<file path="config.mk">
export PLATFORM = sky130hd
export DESIGN_NAME = backend_muxs
export DESIGN_NICKNAME = d
export VERILOG_FILES = /design/src/rtl/backend_muxs.sv
export SDC_FILE = /design/constraint.sdc
export NUM_CORES = 1
export LEC_CHECK = 0
export ABC_CLOCK_PERIOD_IN_PS = 4500
export CAP_MARGIN = 20
export CORE_MARGIN = 5
export CORE_UTILIZATION = 55
export DETAILED_ROUTE_END_ITERATION = 12
export PLACE_DENSITY = 0.78
export SLEW_MARGIN = 25
export SYNTH_ARGS = -nofsm -noshare
export SYNTH_HDL_FRONTEND = slang
export SYNTH_SLANG_ARGS = --single-unit
</file>
<file path="constraint.sdc">
create_clock -name clk -period 4.5 [get_ports clk]
set_input_delay 1.125 -clock clk [delete_from_list [all_inputs] [get_ports clk]]
set_output_delay 1.125 -clock clk [all_outputs]
set_load 0.005 [all_outputs]
</file>
<file path="src/rtl/backend_muxs.sv">
// Combat backend for the two-fighter game: detects new key presses, resolves one
// turn per press against a fixed CPU pattern and holds both health values.
module backend_muxs (
  input  logic       clk,
  input  logic       reset,
  input  logic [3:0] keyboard_input,
  output logic [6:0] p1_health_out,
  output logic [6:0] cpu_health_out
);

  typedef enum logic [1:0] {
    ACT_IDLE   = 2'd0,
    ACT_ATTACK = 2'd1,
    ACT_BLOCK  = 2'd2,
    ACT_HEAL   = 2'd3
  } action_t;

  typedef enum logic {
    ST_PLAYING = 1'b0,
    ST_KO      = 1'b1
  } game_state_t;

  localparam logic [6:0] START_HP = 7'd100;
  localparam logic [6:0] DAMAGE   = 7'd10;
  localparam logic [6:0] HEAL_AMT = 7'd5;
  localparam logic [6:0] HP_CAP   = 7'd100;

  function automatic action_t decode_key(input logic [3:0] code);
    action_t act;
    case (code)
      4'd1:    act = ACT_ATTACK;
      4'd2:    act = ACT_BLOCK;
      4'd3:    act = ACT_HEAL;
      default: act = ACT_IDLE;
    endcase
    return act;
  endfunction

  function automatic action_t cpu_pattern(input logic [1:0] idx);
    action_t act;
    case (idx)
      2'd0:    act = ACT_ATTACK;
      2'd1:    act = ACT_BLOCK;
      2'd2:    act = ACT_ATTACK;
      2'd3:    act = ACT_HEAL;
      default: act = ACT_IDLE;
    endcase
    return act;
  endfunction

  function automatic logic [6:0] take_hit(input logic [6:0] hp, input logic hit);
    logic [6:0] res;
    if (!hit) begin
      res = hp;
    end else if (hp >= DAMAGE) begin
      res = hp - DAMAGE;
    end else begin
      res = 7'd0;
    end
    return res;
  endfunction

  // A knocked-out fighter (post-damage 0) cannot heal back into the game.
  function automatic logic [6:0] take_heal(input logic [6:0] hp, input logic heal);
    logic [7:0] sum;
    logic [6:0] res;
    sum = {1'b0, hp} + {1'b0, HEAL_AMT};
    if (!heal || hp == 7'd0) begin
      res = hp;
    end else if (sum > {1'b0, HP_CAP}) begin
      res = HP_CAP;
    end else begin
      res = sum[6:0];
    end
    return res;
  endfunction

  logic [3:0]  key_q;
  logic [1:0]  cpu_idx;
  logic [6:0]  p1_hp;
  logic [6:0]  cpu_hp;
  game_state_t state;

  action_t    p1_act;
  action_t    cpu_act;
  logic       press;
  logic       p1_hit;
  logic       cpu_hit;
  logic [6:0] p1_post;
  logic [6:0] cpu_post;
  logic [6:0] p1_next;
  logic [6:0] cpu_next;
  logic       ko_next;

  // Press detection and simultaneous turn resolution for both fighters.
  always_comb begin
    p1_act   = decode_key(keyboard_input);
    cpu_act  = cpu_pattern(cpu_idx);
    press    = 1'b0;
    if (state == ST_PLAYING && p1_act != ACT_IDLE && keyboard_input != key_q) begin
      press = 1'b1;
    end else begin
      press = 1'b0;
    end
    p1_hit   = (cpu_act == ACT_ATTACK) && (p1_act != ACT_BLOCK);
    cpu_hit  = (p1_act == ACT_ATTACK) && (cpu_act != ACT_BLOCK);
    p1_post  = take_hit(p1_hp, p1_hit);
    cpu_post = take_hit(cpu_hp, cpu_hit);
    p1_next  = take_heal(p1_post, p1_act == ACT_HEAL);
    cpu_next = take_heal(cpu_post, cpu_act == ACT_HEAL);
    ko_next  = (p1_next == 7'd0) || (cpu_next == 7'd0);
  end

  // Game state: key history, CPU pattern position, health and knockout latch.
  always_ff @(posedge clk or negedge reset) begin
    if (!reset) begin
      key_q   <= 4'd0;
      cpu_idx <= 2'd0;
      p1_hp   <= START_HP;
      cpu_hp  <= START_HP;
      state   <= ST_PLAYING;
    end else begin
      key_q <= keyboard_input;
      if (press) begin
        p1_hp   <= p1_next;
        cpu_hp  <= cpu_next;
        cpu_idx <= cpu_idx + 2'd1;
        if (ko_next) begin
          state <= ST_KO;
        end else begin
          state <= ST_PLAYING;
        end
      end else begin
        p1_hp   <= p1_hp;
        cpu_hp  <= cpu_hp;
        cpu_idx <= cpu_idx;
        state   <= state;
      end
    end
  end

  assign p1_health_out  = p1_hp;
  assign cpu_health_out = cpu_hp;

endmodule

</file>
==> run_results.csv <==
group,metric,value,unit
grt,grt_pass1_vias,2113,
floorplanning,die-area,5420,µm²
placement,place.gp.congestion,0.903,
worst_setup_path,crit_type,"input pin to flip-flop",
worst_setup_path,crit_buf_inv,3,
worst_setup_path,r2r_start,"cpu_idx[0]$_DFFE_PN0P_",
worst_hold_path,min_path_type,"flip-flop to flip-flop",
timing,clock_skew,0.00388,ns
grt,grt_max_degree,22,
clock_network,path_clk_slew,0.08,ns
clock_network,cts_tree,"built",
timing,finalHoldViolCount,0,
detailed_routing,wl,6.21,mm
clock_network,postCtsSetupRepairBufs,0,
timing,setup_viol,0,
synth,synth.avg_cell_area,8.28,µm²
power_and_ir_drop,p_per_area,183,nW/µm²
placement,dpl.hpwl,4.79,mm
finish,antenna_cells,0,
power_and_ir_drop,peakVddDrop,119,µV
detailed_routing,first_pass_iters,5,
clock_network,cts_max_level,1,
grt,antenna_found_initial,0,
finish,nNetsFinal,337,
grt,grt-ovfl-total,0,
timing,fmax,231,MHz
detailed_routing,drc,0,
worst_setup_path,crit_family,"simple AND/OR/NAND/NOR gates",
floorplanning,die_h,73.7,µm
worst_setup_path,slowest_stage,"or4b_1",
floorplanning,ios,20,
worst_setup_path,worstSetupEndpointType,"flip-flop",
grt,grtUsageTotal,24.2,%
synth,synth_nets,284,
flow_run,cap_violations,0,
worst_setup_path,critical_path.endpoint,"cpu_health_out[1]$_DFFE_PN0P_",
synth,async_flop_share,100,%
detailed_routing,viasPerCell,6.31,
synth,synth_area_leaders,"dfrtp_1, dfstp_2, ha_1",
synth,seq_area_frac_synth,23.9,%
worst_setup_path,path_cells,"clkdlybuf4s50_1 > or4b_1 > or2_1 > o21ai_1 > inv_1 > ha_1 > inv_1 > a21oi_1 > mux2i_1 > or2_1 > a311oi_1 > and2_1 > a221o_1",
synth,synth_seq_cells,21,
synth,postSynthCellCount,269,
synth,synth_top_cell_area_share,16.8,%
finish,nFillCells,337,
synth,synth_largest_area_cell,"dfrtp_1",
worst_setup_path,r2r_cells,11,
clock_network,cts_resized,0,
synth,synth_warnings,0,
timing,slew_violations,0,
finish,post-route-util,70.0,%
detailed_routing,vias,2341,
floorplanning,initial_core_util,56.1,%
worst_setup_path,critPathMaxFanout,8,
grt,grt_first_pass_wirelength,10.4,mm
finish,drive_above_1_share,22.7,%
worst_hold_path,hold_start,"cpu_health_out[5]$_DFFE_PN1P_",
synth,synth-main-ff-cell,"dfrtp_1",
clock_network,numCtsBuffers,3,
clock_network,cts.sinks,21,
finish,multi_input_area,1590,µm²
finish,area_growth,24.8,%
status,status,"complete, no violations",
worst_setup_path,critPathRequiredTime,4.70,ns
clock_network,clk_path_buf_depth,2,
floorplanning,fp.dieW,73.7,µm
detailed_routing,wl_per_cell,16.7,µm
worst_setup_path,regToRegEndpoint,"state$_DFFE_PN0P_",
detailed_routing,ant_nets,0,
clock_network,clk_latency,0.26,ns
finish,seq_area,533,µm²
worst_setup_path,cp_num_cells,13,
worst_setup_path,reg2reg_slack,0.71,ns
timing,rsz0062_at_grt,"no",
worst_setup_path,startpoint_type,"input pin",
power_and_ir_drop,finalPower,508,µW
timing,period_needed,4.32,ns
synth,synth_cell_types,71,
timing,final_min_period_over_clock_period,96.1,%
power_and_ir_drop,leakagePower,0.00118,µW
timing,slew_headroom,55.4,%
timing,worstMarginPinSlew,0.664,ns
worst_setup_path,critPathMaxStageDelay,0.70,ns
floorplanning,core_area,3970,µm²
clock_network,postCtsHoldBufs,0,
worst_setup_path,crit_path_start,"keyboard_input[2]",
synth,synth_edf_count,0,
placement,io_buffers,19,
floorplanning,rows,23,
worst_setup_path,worstPathArrival,4.53,ns
clock_network,cts_root_buf,"clkbuf_8",
synth,synth_area,2230,µm²
detailed_routing,drtIter0Drc,234,
## worst min-delay path by stage
stage	endpoint	slack (ns)	cells past startpoint
CTS	cpu_health_out[5]$_DFFE_PN1P_	0.55	2
floorplan	state$_DFFE_PN0P_	0.44	2
global route	cpu_health_out[5]$_DFFE_PN1P_	0.56	2
global placement	state$_DFFE_PN0P_	0.52	2
detailed placement	state$_DFFE_PN0P_	0.53	2
finish	cpu_health_out[5]$_DFFE_PN1P_	0.55	2
## report_power, final
group	internal [µW]	total (µW)	switching (µW)	leakage, µW
clock	61.7	126	64.5	0.0000255
combinational	80.7	174	93.7	0.000902
sequential	197	208	10.2	0.000250
## final cells by class
cell class / instances / share of cell area [%]
Inverter: 18 / 2.43
Clock inverter: 1 / 0.180
Clock buffer: 3 / 1.48
Timing Repair Buffer: 58 / 17.2
Multi-Input combinational cell: 220 / 57.3
Sequential cell: 21 / 19.2
Tap cell: 50 / 2.25
## kinds of logic after synthesis
kind of cell,synth area share (%)
and+or+nand+nor,25.4
adders and majority gates,5.05
AOI/OAI and AO/OA,30.9
muxes,5.73
DFF,23.9
buffers and inverters,5.11
xor gates and xnor gates,3.93
## cells in the mapped netlist, types with 7 or more instances
master,n
nand2_1,24
nor2_1,19
inv_1,18
dfrtp_1,15
a21oi_1,14
nor3_1,11
ha_1,9
clkbuf_1,7
o21ai_0,7
o21ai_1,7
## metal layers
layer	GRT usage, %	routed length, µm	up-vias
li1	-	-	1132
met1	35.5	2910	1129
met2	39.0	2910	73
met3	2.87	355	7
met4	3.22	31	0
met5	0	0	-
## worst register-to-register path: stages (launching register included)
cell and delay [ns]:
dfrtp_1 0.43, ha_1 0.35, or2_1 0.40, or4_4 0.56
o41ai_1 0.33, buf_4 0.19, nor4_2 0.06, a21oi_1 0.22
nor2_1 0.08, or4b_1 0.50, a2111o_1 0.37, o311ai_2 0.21
## per-stage QoR
step | instances | cell area (µm²) | worst slack (ns) | hold WS [ns] | TNS, ns
6_report | 371 | 2780 | 0.176 | 0.545 | 0
4_1_cts | 371 | 2770 | 0.0859 | 0.548 | 0
3_5_place_dp | 367 | 2730 | -0.166 | 0.530 | -0.373
5_1_grt | 371 | 2780 | 0.00222 | 0.560 | 0
2_1_floorplan | 269 | 2230 | 0.526 | 0.442 | 0
3_3_place_gp | 367 | 2730 | -0.162 | 0.518 | -0.162
## flip-flops by register name, indices dropped and copies added (netlist names)
signal          flops
cpu_idx             2
cpu_health_out      7
key_q               4
state               1
p1_health_out       7
## cell usage in the layout (no fill, tap or decap), drive strengths merged, types with 4 or more instances in the layout
cell type | synthesis | layout
nor3 | 12 | 12
dfrtp | 15 | 15
a211oi | 7 | 7
buf | 3 | 40
nor2 | 19 | 19
dfstp | 6 | 6
a21oi | 14 | 14
o41ai | 4 | 4
o21ai | 14 | 14
o21a | 6 | 6
xnor2 | 5 | 5
nand2b | 5 | 5
clkdlybuf4s50 | 0 | 18
a22oi | 4 | 4
nand3 | 6 | 6
ha | 9 | 9
xor2 | 5 | 5
mux2 | 6 | 6
nor4 | 5 | 5
or2 | 6 | 6
or4 | 5 | 5
nand2 | 24 | 24
a21o | 4 | 4
inv | 18 | 18
mux2i | 6 | 6
Note: power is estimated with default switching activity, not from simulation.
==> patch (config.mk and constraints unchanged) <==
Add an input register stage for `keyboard_input`, with the module's reset; this delays it by one clock.
--- a/src/rtl/backend_muxs.sv
+++ b/src/rtl/backend_muxs.sv
@@ -25,4 +25,14 @@
   localparam logic [6:0] HEAL_AMT = 7'd5;
   localparam logic [6:0] HP_CAP   = 7'd100;
+
+  logic [3:0] keyboard_input_q;
+
+  always_ff @(posedge clk or negedge reset) begin
+    if (!reset) begin
+      keyboard_input_q <= '0;
+    end else begin
+      keyboard_input_q <= keyboard_input;
+    end
+  end
 
   function automatic action_t decode_key(input logic [3:0] code);
@@ -95,8 +105,8 @@
   // Press detection and simultaneous turn resolution for both fighters.
   always_comb begin
-    p1_act   = decode_key(keyboard_input);
+    p1_act   = decode_key(keyboard_input_q);
     cpu_act  = cpu_pattern(cpu_idx);
     press    = 1'b0;
-    if (state == ST_PLAYING && p1_act != ACT_IDLE && keyboard_input != key_q) begin
+    if (state == ST_PLAYING && p1_act != ACT_IDLE && keyboard_input_q != key_q) begin
       press = 1'b1;
     end else begin
@@ -121,5 +131,5 @@
       state   <= ST_PLAYING;
     end else begin
-      key_q <= keyboard_input;
+      key_q <= keyboard_input_q;
       if (press) begin
         p1_hp   <= p1_next;
Behaviour: not the same (a bounded check fails within 4 cycles, from zero or initial values and one cycle with reset low).
==> patch against the unedited design <==
- synthesized cell count increased by 0.74%
- largest cell class unchanged
- cell area shrank 7.7%
- wire length shrank 5.3%
- synthesized area is 3.7% higher
- largest power group is now combinational cells
- sequential cell count increased by 4
- total power increased by 39%
- non-clock buffer count down 36
- worst setup slack gained 0.45 ns
==> patch: results (changes against the unedited design) <==
Vias: 2233 (-4.6%)
Synthesized Nets: 286 (+0.70%)
Largest fanout on the critical path: 9 (+1)
Post-Synthesis Cells: 271 (+0.74%)
Number of global-route vias before repair: 2007 (-5.0%)
Largest net degree at the start of global routing: 24 (+9.1%)
GR met2 Demand/Resource: 0.347 (-0.0426)
Post-Synth XOR/XNOR Area: 0.0379 (-0.00140)
Post-synth top cells: 25 x nand2_1, 23 x nor2_1, 22 x a21oi_1
Worst slew margin: 0.540 (-0.0137)
Met1 Track Usage GR: 0.350 (-0.00504)
Worst vdd ir: 0.000219 V (+83%)
Hold Startpoint: state
Class of the worst hold path: reg -> reg
Seq/Total Area, Yosys: 0.274 (+0.0348)
Pleak: 0.939 nW (-20%)
GRT Total Usage: 0.225 (-0.0169)
Post-Place Cells: 333 (-9.3%)
Iteration-0 DRC Markers: 176 (-25%)
Final worst slack: 0.622 ns (+0.446 ns)
Synth Area in Compound Gates: 0.296 (-0.0132)
HPWL after detailed placement: 4510 um (-5.9%)
R2R setup slack: 0.62 ns (-0.09 ns)
Global-route wire length before repair: 9990 um (-4.1%)
Filler cells: 346 (+2.7%)
Hold path depth: 1 (-1)
Clk_skew: 0.00519 ns (+0.00131 ns)
Reg2Reg Depth: 9 (-2)
CP Data Arrival Time: 4.08 ns (-0.45 ns)
PwrDens: 274 nW/um2 (+50%)
NetSw: 0.283 mW (+68%)
Fraction of the mapped netlist area in adder cells: 0.0487 (-0.00181)
Dpl ws: 0.680 ns (+0.846 ns)
Final WL: 5880 um (-5.3%)
Status: finished clean
Post-synthesis mux area share: 0.0417 (-0.0156)
Metal-1 WL: 2760 um (-5.1%)
Top post-synthesis cells by area: dfrtp_1 21%, dfstp_2 6.8%, ha_1 4.9%
Layout Cells excl Fill: 337 (-9.2%)
Gpl congestion: 0.974 (+7.8%)
Final #Nets: 303 (-10%)
Met2 routed WL: 2710 um (-7.0%)
Layout cells sized above 1: 0.115 (-0.112)
## patch: cell count changes in the layout (fill, tap and decap cells not counted), moves of 4 or more
cell / change
nand3_1: +4
nor2_1: +4
o21a_1: -4
inv_1: -8
buf_4: -36
dfrtp_1: +4
a21oi_1: +8
## patch: critical path, cell delays in order, from the launching register on
cell and delay [ns]:
dfrtp_1 0.48, or4b_4 0.60, or4b_1 0.56, xor2_1 0.45
o211ai_1 0.22, o31ai_4 0.37, nor2_1 0.11, or4b_1 0.51
a221oi_1 0.34, a311o_1 0.17
## patch: layout make-up
class,instances,share of cell area
Clock buffer,3,0.0161
Clock inverter,1,0.00195
Inverter,10,0.0146
Multi-Input combinational cell,226,0.615
Sequential cell,25,0.247
Tap cell,50,0.0244
Timing Repair Buffer,22,0.0809
## patch: logic make-up after synthesis
group | after synthesis
AOI/OAI and AO/OA | 92
DFF | 25
xor gates and xnor gates | 10
adders and majority gates | 9
and+or+nand+nor | 106
muxes | 9
buffers and inverters | 20
